`config.mk`:
```
export PLATFORM = sky130hd
export DESIGN_NAME = exec_sequencer
export DESIGN_NICKNAME = d
export VERILOG_FILES = /design/src/rtl/exec_sequencer.sv
export SDC_FILE = /design/constraint.sdc
export NUM_CORES = 1
export LEC_CHECK = 0
export ABC_AREA = 1
export BUFFER_PORTS_ARGS = -buffer_cell sky130_fd_sc_hd__buf_4
export CAP_MARGIN = 20
export CORE_MARGIN = 2
export CORE_UTILIZATION = 44
export DETAILED_ROUTE_END_ITERATION = 7
export PLACE_DENSITY = 0.72
export SYNTH_ARGS = -nofsm -noshare
export SYNTH_HDL_FRONTEND = slang
export SYNTH_SLANG_ARGS = --single-unit
export TNS_END_PERCENT = 10
```
`constraint.sdc`:
```
create_clock -name clk -period 1.3 [get_ports clk]
set_clock_uncertainty 0.2 [all_clocks]
set_input_delay 0.26 -clock clk [delete_from_list [all_inputs] [get_ports clk]]
set_output_delay 0.26 -clock clk [all_outputs]
set_load 0.05 [all_outputs]
```
`src/rtl/exec_sequencer.sv`:
```
// Multi-cycle execute sequencer between the LEGv8 R-type decoder and the ALU/register file.
// It accepts one instruction at a time, pulses alu_start, and waits out MUL/DIV before a single write-back.
module exec_sequencer #(
  parameter int MUL_CYCLES = 4,
  parameter int DIV_CYCLES = 8,
  parameter int CNT_W      = 4
) (
  input  logic       clk,
  input  logic       rst_n,
  input  logic       instr_valid,
  input  logic [9:0] opcode,
  input  logic       flush,
  output logic       instr_ready,
  output logic [2:0] alu_op,
  output logic       alu_start,
  output logic       reg_write_rf,
  output logic       stall,
  output logic       illegal
);

  typedef enum logic [1:0] {S_IDLE, S_WAIT, S_WB} state_t;

  localparam logic [9:0] OPC_ADD = 10'b1000101000;
  localparam logic [9:0] OPC_SUB = 10'b1100101100;
  localparam logic [9:0] OPC_DIV = 10'b0000011111;
  localparam logic [9:0] OPC_MUL = 10'b1111100000;

  localparam logic [2:0] ALU_IDLE = 3'b000;
  localparam logic [2:0] ALU_ADD  = 3'b010;
  localparam logic [2:0] ALU_SUB  = 3'b001;
  localparam logic [2:0] ALU_DIV  = 3'b011;
  localparam logic [2:0] ALU_MUL  = 3'b100;

  localparam logic [CNT_W-1:0] MUL_LOAD = CNT_W'(MUL_CYCLES - 1);
  localparam logic [CNT_W-1:0] DIV_LOAD = CNT_W'(DIV_CYCLES - 1);

  state_t           state_q, state_d;
  logic [CNT_W-1:0] cnt_q, cnt_d;
  logic [2:0]       alu_op_q, alu_op_d;
  logic             alu_start_q, alu_start_d;
  logic             wr_q, wr_d;
  logic             illegal_q, illegal_d;

  logic             dec_legal;
  logic             dec_multi;
  logic [2:0]       dec_op;
  logic [CNT_W-1:0] dec_cnt;

  always_comb begin
    dec_legal = 1'b1;
    dec_multi = 1'b0;
    dec_op    = ALU_IDLE;
    dec_cnt   = '0;
    case (opcode)
      OPC_ADD: dec_op = ALU_ADD;
      OPC_SUB: dec_op = ALU_SUB;
      OPC_DIV: begin dec_op = ALU_DIV; dec_multi = 1'b1; dec_cnt = DIV_LOAD; end
      OPC_MUL: begin dec_op = ALU_MUL; dec_multi = 1'b1; dec_cnt = MUL_LOAD; end
      default: dec_legal = 1'b0;
    endcase
  end

  always_comb begin
    state_d     = state_q;
    cnt_d       = cnt_q;
    alu_op_d    = alu_op_q;
    alu_start_d = 1'b0;
    wr_d        = 1'b0;
    illegal_d   = 1'b0;
    case (state_q)
      S_IDLE: begin
        alu_op_d = ALU_IDLE;
        cnt_d    = '0;
        if (instr_valid) begin
          if (!dec_legal) begin
            illegal_d = 1'b1;
          end else if (dec_multi) begin
            state_d     = S_WAIT;
            cnt_d       = dec_cnt;
            alu_op_d    = dec_op;
            alu_start_d = 1'b1;
          end else begin
            state_d     = S_WB;
            alu_op_d    = dec_op;
            alu_start_d = 1'b1;
            wr_d        = 1'b1;
          end
        end
      end
      S_WAIT: begin
        if (flush) begin
          state_d  = S_IDLE;
          alu_op_d = ALU_IDLE;
          cnt_d    = '0;
        end else if (cnt_q == '0) begin
          state_d = S_WB;
          wr_d    = 1'b1;
        end else begin
          cnt_d = cnt_q - CNT_W'(1);
        end
      end
      S_WB: begin
        state_d  = S_IDLE;
        alu_op_d = ALU_IDLE;
        cnt_d    = '0;
      end
      default: begin
        state_d  = S_IDLE;
        alu_op_d = ALU_IDLE;
        cnt_d    = '0;
      end
    endcase
  end

  always_ff @(posedge clk or negedge rst_n) begin
    if (!rst_n) begin
      state_q     <= S_IDLE;
      cnt_q       <= '0;
      alu_op_q    <= ALU_IDLE;
      alu_start_q <= 1'b0;
      wr_q        <= 1'b0;
      illegal_q   <= 1'b0;
    end else begin
      state_q     <= state_d;
      cnt_q       <= cnt_d;
      alu_op_q    <= alu_op_d;
      alu_start_q <= alu_start_d;
      wr_q        <= wr_d;
      illegal_q   <= illegal_d;
    end
  end

  assign instr_ready  = (state_q == S_IDLE);
  assign stall        = !instr_ready;
  assign alu_op       = alu_op_q;
  assign alu_start    = alu_start_q;
  // A flush arriving during write-back suppresses the write in that same cycle.
  assign reg_write_rf = wr_q & ~flush;
  assign illegal      = illegal_q;

endmodule

```
# ---- After elaboration in Yosys (flattened, before gate mapping)
# Cells that the tools add are included.
# W data, S select, Z words.
dict set report totals {
  out_inout_bits 8
  latchBits 0
  word_cells 57
  regBits 12
  ram_bits 0
  in_bits 14
  mem_bits_ro 0
  mem_count 0
}
dict set report classes {
  mul 0
  div_mod_pow 0
  n_bitwise 2
  reduce_logical 6
  muxes 32
  n_lt_le_gt_ge 0
  shifts 0
  add_sub_neg 1
  n_eq_ne 10
}
# op n
set ops {}
lappend ops {{$eq A10 B10 Y1 const B} 3}
lappend ops {{$mux W4} 5}
lappend ops {{$mux W1} 13}
lappend ops {{$pmux W3 S2} 2}
lappend ops {{$pmux W3 S4} 1}
lappend ops {{$eq A10 B5 Y1 const B} 1}
lappend ops {{$mux W2} 5}
lappend ops {{$mux W3} 3}
lappend ops {{$pmux W4 S2} 1}
lappend ops {{$ne A3 B3 Y1 const B} 2}
lappend ops {{$logic_not A4 Y1} 1}
lappend ops {{$ne A2 B2 Y1 const B} 2}
lappend ops {{$pmux W2 S2} 1}
lappend ops {{$reduce_or A4 Y1} 1}
lappend ops {{$sub A4 B1 Y4 const B} 1}
lappend ops {{$reduce_and A3 Y1} 1}
lappend ops {{$eq A2 B1 Y1 const B} 1}
lappend ops {{$logic_not A2 Y1} 1}
lappend ops {{$ne A2 B1 Y1 const B} 1}
lappend ops {{$pmux W1 S2} 1}
lappend ops {{$reduce_or A2 Y1} 1}
lappend ops {{$and A1 B1 Y1} 1}
lappend ops {{$logic_not A1 Y1} 1}
lappend ops {{$not A1 Y1} 1}

# ---- Depth between registers and ports, before layout
# Gate-level depths: netlist of run 1.
dict set report depth {
  word_depth 7
  depth_mapped 10
}

# ---- Least setup slack after synthesis of run 1
# Ideal clock, no wire load.
dict set report synth_timing {
  path_type {register -> output}
  startpoint {register state_q[1]}
  endpoint {output port stall}
  path_slack_ps -231
  t_required_ps 840
  arrival_ps 1071
  path_stages_with_launch 3
  path_cell_list {dfrtp_1 > nor2_4 > inv_1}
}
dict set report synth_between {
  elab_chain_len 2
}
# item line_no
set synth_rtl {}
lappend synth_rtl {{start, declared} 37} ;# state_t state_q, state_d;
lappend synth_rtl {{start signal, assigned} 124} ;# state_q <= state_d;
lappend synth_rtl {{$logic_not A2 Y1} 133} ;# assign instr_ready = (state_q == S_IDLE);
lappend synth_rtl {{via instr_ready} 13} ;# output logic instr_ready,
lappend synth_rtl {{$logic_not A1 Y1} 134} ;# assign stall = !instr_ready;
lappend synth_rtl {{end, declared} 17} ;# output logic stall,
# The timed path passes the listed nets, and every way through them passes these cells.

# ---- Worst setup path after layout of run 1
dict set report layout_timing {
  startpoint {register state_q[0]}
  endpoint {output port instr_ready}
}
dict set report layout_between {
  elab_chain_len 1
}
# item line_no
set layout_rtl {}
lappend layout_rtl {{$logic_not A2 Y1} 133}
lappend layout_rtl {{end, declared} 13}
# Every way passes these cells.

==> impl_metrics.env, run 1 <==
export IMPL_worstPathArrival_ns=1.03
export IMPL_rsz0062_at_grt="yes"
export IMPL_power_w=0.0007706
export IMPL_synthTopCellsByArea="dfrtp_1 40%, nand2_1 11%, nor2_1 7.6%"
export IMPL_place_area_um2=997.2
export IMPL_hold_slack_ns=0.05402
export IMPL_yosysTopAreaCellShare=0.4034
export IMPL_violations="setup timing"
export IMPL_startpoint="state_q[0]"
export IMPL_endpoint_kind="output pin"
export IMPL_synth_area_um2=744.5
export IMPL_via_count=769
export IMPL_fin_crit_sh=1.145
export IMPL_antenna_found_initial=0
export IMPL_r2r_start="state_q[1]"
export IMPL_rows=14
export IMPL_layout_common_cells="27 x buf_4, 19 x nand2_1, 12 x nor2_1, 12 x dfrtp_1, 11 x inv_1"
export IMPL_clkLatencyLatePin_ns=0.27
export IMPL_syn_area_per_cell_um2=7.520
export IMPL_period_needed_ns=1.488
export IMPL_ys_types=20
export IMPL_finalWirelength_mm=1.744
export IMPL_die_w_um=45.14
export IMPL_min_delay_start="instr_valid"
export IMPL_critPathLaunchType="flop"
export IMPL_setup_ws_ns=-0.1883
export IMPL_core_area_um2=1541
export IMPL_clkTransAtPathRegs_ns=0.08
export IMPL_status="complete, but fails checks"
export IMPL_fp_dieH_um=45.14
export IMPL_grt_usage=0.1891
export IMPL_setup_viol=14
export IMPL_drtIter0Drc=14
export IMPL_globalRouteOverflowTotal=0
export IMPL_synth_warnings=0
export IMPL_fin_area_um2=1126
export IMPL_cap_violations=0
export IMPL_r2r_worst_path_cells=9
export IMPL_irDropWorstVdd_v=0.0003401
export IMPL_drc=0
export IMPL_syn2layout_area_growth_pct=51.26
export IMPL_yosysTopAreaCell="dfrtp_1"
export IMPL_relSlewSlack=0.7696
export IMPL_htree_levels=1
export IMPL_drive_gt1_frac=0.4493
export IMPL_clockBufferDepth=2
export IMPL_regToRegSetupSlack_ns=-0.18
export IMPL_r2r_end="cnt_q[1]"
export IMPL_cts_sinks=12
export IMPL_finalSetupTns_ns=-1.515
export IMPL_first_pass_iters=4
export IMPL_hold_depth=3
export IMPL_grt_max_degree=13
export IMPL_start_util=0.4830
export IMPL_powerDensity_nw_per_um2=684.4
export IMPL_yosysSeqAreaShare=0.4034
export IMPL_nets=155
export IMPL_cts_tree="done"
export IMPL_cp_data_required_time_ns=0.84
export IMPL_p_leak_nw=0.5813
export IMPL_final_util=0.7305
export IMPL_fmax_mhz=671.9
export IMPL_slew_viol_final=0
export IMPL_syn_nets=115
export IMPL_wl_per_cell_um=11.32
export IMPL_worst_pin_slew_ns=0.3430
export IMPL_netlist_instances=99
export IMPL_grt_pass1_vias=673
export IMPL_ios=22
export IMPL_hold_path_class="input pin to flop"
export IMPL_place_congestion=0.8774
export IMPL_grt_first_pass_wirelength_mm=2.732
export IMPL_vias_per_cell=4.994
export IMPL_critPathMaxFanout=3
export IMPL_min_to="state_q[0]"
export IMPL_path_class="flop to output pin"
export IMPL_yosys_register_bits=12
export IMPL_n_antenna_cell=0
export IMPL_dp_hpwl_mm=1.324
export IMPL_cts_root_buf="clkbuf_4"
export IMPL_ant_nets=0
export IMPL_hold_viol_final=0
export IMPL_die_area_um2=2037
export IMPL_cts_buffers=3
export IMPL_final_common_cell="buf_4"
export IMPL_portBuffers=21
-- cells by family after synthesis --
| family | Yosys count | share of synthesized area |
|---|---|---|
| AND/OR/NAND/NOR | 56 | 0.3613 |
| AO/OA/AOI/OAI | 11 | 0.09748 |
| adder cells (fa/ha/maj) | 2 | 0.03361 |
| flip-flops | 12 | 0.4034 |
| XOR/XNOR | 2 | 0.02353 |
| buffers and inverters | 16 | 0.08068 |
-- cell type report --
class | instances | area (um^2)
inverters | 16 | 65.06
well taps | 16 | 20.02
fillers | 123 | 415.4
clock buffers | 4 | 36.28
flip-flops and latches | 12 | 300.3
multi-input cells | 71 | 412.9
repair buffers | 35 | 291.5
-- routing by layer --
layer  GRT usage  vias to the layer above  routed length [um]  share of wire
met5           0                        -                   0              0
met3     0.04000                        4                 109          0.063
met4     0.08824                        0                  23          0.013
li1            -                      386                   -              -
met2      0.3200                       25                 874           0.50
met1      0.2269                      354                 738           0.42
-- what timing repair did --
action                                 4_1_cts  5_1_grt
pin swaps                                    2        2
gates resized for setup                      9       10
endpoints found under the hold margin       12        0
setup endpoints to repair                   14       19
hold buffers                                 1        0
setup buffers                                3        0
-- critical path, stage by stage, from the launching register on --
cell and delay [ns]:
dfrtp_1 0.42, nor2_4 0.13, buf_4 0.20
-- sequential cells by signal, summed over array words and instances, names as in the netlist --
signal	cells
cnt_q	4
alu_op	3
state_q	2
alu_start	1
illegal	1
wr_q	1
-- where the power goes --
group	total (W)	internal (W)	switching [W]
Sequential	0.000376	0.000375	0.000000870
Clock	0.000298	0.000170	0.000127
Combinational	0.0000973	0.0000449	0.0000524
-- per-stage QoR --
stage | setup slack [ns] | cells
global route | -0.2268 | 154
floorplan | -0.2306 | 99
CTS | -0.1859 | 154
global placement | -0.1119 | 146
detailed placement | -0.1260 | 146
finish | -0.1883 | 154
-- synthesized netlist by cell type, drive strengths merged --
cell   count
a21oi      2
nand3      8
o21ai      7
and2       1
ha         2
nor3       2
xor2       1
inv       16
nand2     23
dfrtp     12
xnor2      1
a22oi      2
nor2      22
-- worst max path at each step --
stage | cells past startpoint | slack (ns) | to
after detailed placement | 8 | -0.13 | state_q[0]
after CTS | 2 | -0.19 | instr_ready
after global routing | 9 | -0.23 | cnt_q[0]
after global placement | 8 | -0.11 | state_q[0]
after floorplan | 2 | -0.23 | stall
final | 2 | -0.19 | instr_ready
Note: power is estimated with default switching activity, not from simulation.
==> run 2: changes to the inputs <==
Settings changed: CTS_BUF_LIST from default to sky130_fd_sc_hd__clkbuf_16.
==> run 2 against run 1 <==
The run still ends with setup timing left. Largest cell class unchanged. Routed wire length up 11%. Flip-flop and latch count unchanged. Setup slack better by 0.046 ns. Combinational power about the same. Sequential share of layout area down 0.49 points. Via count up 2.3%. Largest power group is now clock. Cell count down 0.65%. Critical path depth unchanged. Critical endpoint unchanged.
==> impl_metrics.env, run 2 (synthesis gave the netlist of run 1 again) <==
export IMPL_grt_first_pass_wirelength_mm=2.904
export IMPL_cp_data_required_time_ns=0.84
export IMPL_fmax_mhz=693.2
export IMPL_place_area_um2=997.2
export IMPL_hold_path_class="input pin to flop"
export IMPL_first_pass_iters=4
export IMPL_p_comb_frac=0.094
export IMPL_clkTransAtPathRegs_ns=0.05
export IMPL_relSlewSlack=0.8094
export IMPL_critPathMaxFanout=3
export IMPL_via_count=787
export IMPL_dp_slack_ns=-0.1260
export IMPL_final_common_cell="buf_4"
export IMPL_regToRegSetupSlack_ns=-0.10
export IMPL_syn2layout_area_growth_pct=54.12
export IMPL_dp_cells=146
export IMPL_place_congestion=0.8774
export IMPL_fp_dieH_um=45.14
export IMPL_vias_per_cell=5.144
export IMPL_antenna_found_initial=0
export IMPL_die_area_um2=2037
export IMPL_wl_per_cell_um=12.61
export IMPL_start_util=0.4830
export IMPL_die_w_um=45.14
export IMPL_cts_root_buf="clkbuf_16"
export IMPL_ant_nets=0
export IMPL_portBuffers=21
export IMPL_rows=14
export IMPL_hold_viol_final=0
export IMPL_swShare=0.2020
export IMPL_grt_pass1_vias=709
export IMPL_clkLatencyLatePin_ns=0.24
export IMPL_pwr_share_seq=0.365
export IMPL_largest_reg_flops=4
export IMPL_ios=22
export IMPL_grt_usage=0.2007
export IMPL_irDropWorstVdd_v=0.0004648
export IMPL_fin_crit_sh=1.110
export IMPL_setup_viol=10
export IMPL_largest_register="cnt_q"
export IMPL_stdcell_count=153
export IMPL_p_leak_nw=0.5892
export IMPL_n_antenna_cell=0
export IMPL_worstPathArrival_ns=0.98
export IMPL_clockBufferDepth=2
export IMPL_period_needed_ns=1.443
export IMPL_globalRouteOverflowTotal=0
export IMPL_drc=0
export IMPL_fin_area_um2=1147
export IMPL_cts_sinks=12
export IMPL_grt_max_degree=13
export IMPL_dp_hpwl_mm=1.324
export IMPL_critPathLaunchType="flop"
export IMPL_cap_violations=0
export IMPL_pwr_share_clk=0.541
export IMPL_slew_viol_final=0
export IMPL_cts_tree="done"
export IMPL_status="complete, but fails checks"
export IMPL_violations="setup timing"
export IMPL_setup_ws_ns=-0.1426
export IMPL_path_class="flop to output pin"
export IMPL_powerDensity_nw_per_um2=900.7
export IMPL_drtIter0Drc=26
export IMPL_layout_common_cells="31 x buf_4, 18 x nand2_1, 13 x nor2_1"
export IMPL_endpoint_kind="output pin"
export IMPL_power_net_switching_w=0.0002088
export IMPL_worst_pin_slew_ns=0.2848
export IMPL_rsz0062_at_grt="yes"
export IMPL_finalWirelength_mm=1.929
export IMPL_cts_buffers=3
export IMPL_nets=154
export IMPL_drive_gt1_frac=0.4745
export IMPL_intPower_w=0.0008247
export IMPL_htree_levels=1
export IMPL_core_area_um2=1541
run 2: per-stage QoR:
step	utilization	power, W	setup TNS (ns)	hold slack (ns)
floorplan	-	0.0004150	-1.269	-0.2356
global placement	0.6469	0.0004719	-0.2437	-0.09464
detailed placement	0.6469	0.0004738	-0.4372	-0.09346
CTS	0.7208	0.001029	-0.6266	0.09767
global route	0.7443	0.001067	-1.267	0.09975
finish	0.7443	0.001033	-0.7031	0.09259
run 2: critical path: stages, from the launching register on:
cell and delay (ns):
dfrtp_1 0.41, nor2_4 0.13, buf_4 0.20
run 2: final timing paths:
kind,start,endpoint,cells after the start
worst min-delay path,instr_valid,state_q[0],3
worst max register to register,state_q[0],cnt_q[0],9
min in group asynchronous,rst_n,cnt_q[2],2
worst min register to register,alu_op[2],alu_op[2],2
max in group asynchronous,rst_n,alu_start,2
worst max-delay path,state_q[0],instr_ready,2
run 2: final cells by class:
type | instances | area (um^2)
clock buffer | 3 | 75.07
clock inverter | 1 | 3.754
fill | 121 | 394.1
inverter | 16 | 62.56
multi-input combinational | 71 | 420.4
sequential | 12 | 300.3
tap | 16 | 20.02
timing repair buffer | 34 | 265.3
run 2: timing repair:
item / 4_1_cts / 5_1_grt
gates cloned: 0 / 0
hold buffers: 1 / 0
endpoints found under the setup margin: 10 / 13
setup buffers: 1 / 1
pin swaps: 1 / 2
endpoints found under the hold margin: 12 / 0
resized for setup: 9 / 9
run 2: routing by layer:
metal | global-route usage | share of wire | up-vias
met5 | 0 | 0 | -
met1 | 0.2269 | 0.39 | 358
met3 | 0.04000 | 0.064 | 9
li1 | - | - | 386
met2 | 0.3600 | 0.51 | 34
met4 | 0.08824 | 0.038 | 0
run 2: power groups by stage:
stage / registers (W) / logic [W] / clock network (W)
floorplan: 0.000390 / 0.0000255 / 0
global placement: 0.000383 / 0.0000892 / 0
detailed placement: 0.000383 / 0.0000909 / 0
CTS: 0.000377 / 0.0000941 / 0.000557
global route: 0.000377 / 0.000109 / 0.000581
finish: 0.000377 / 0.0000970 / 0.000559
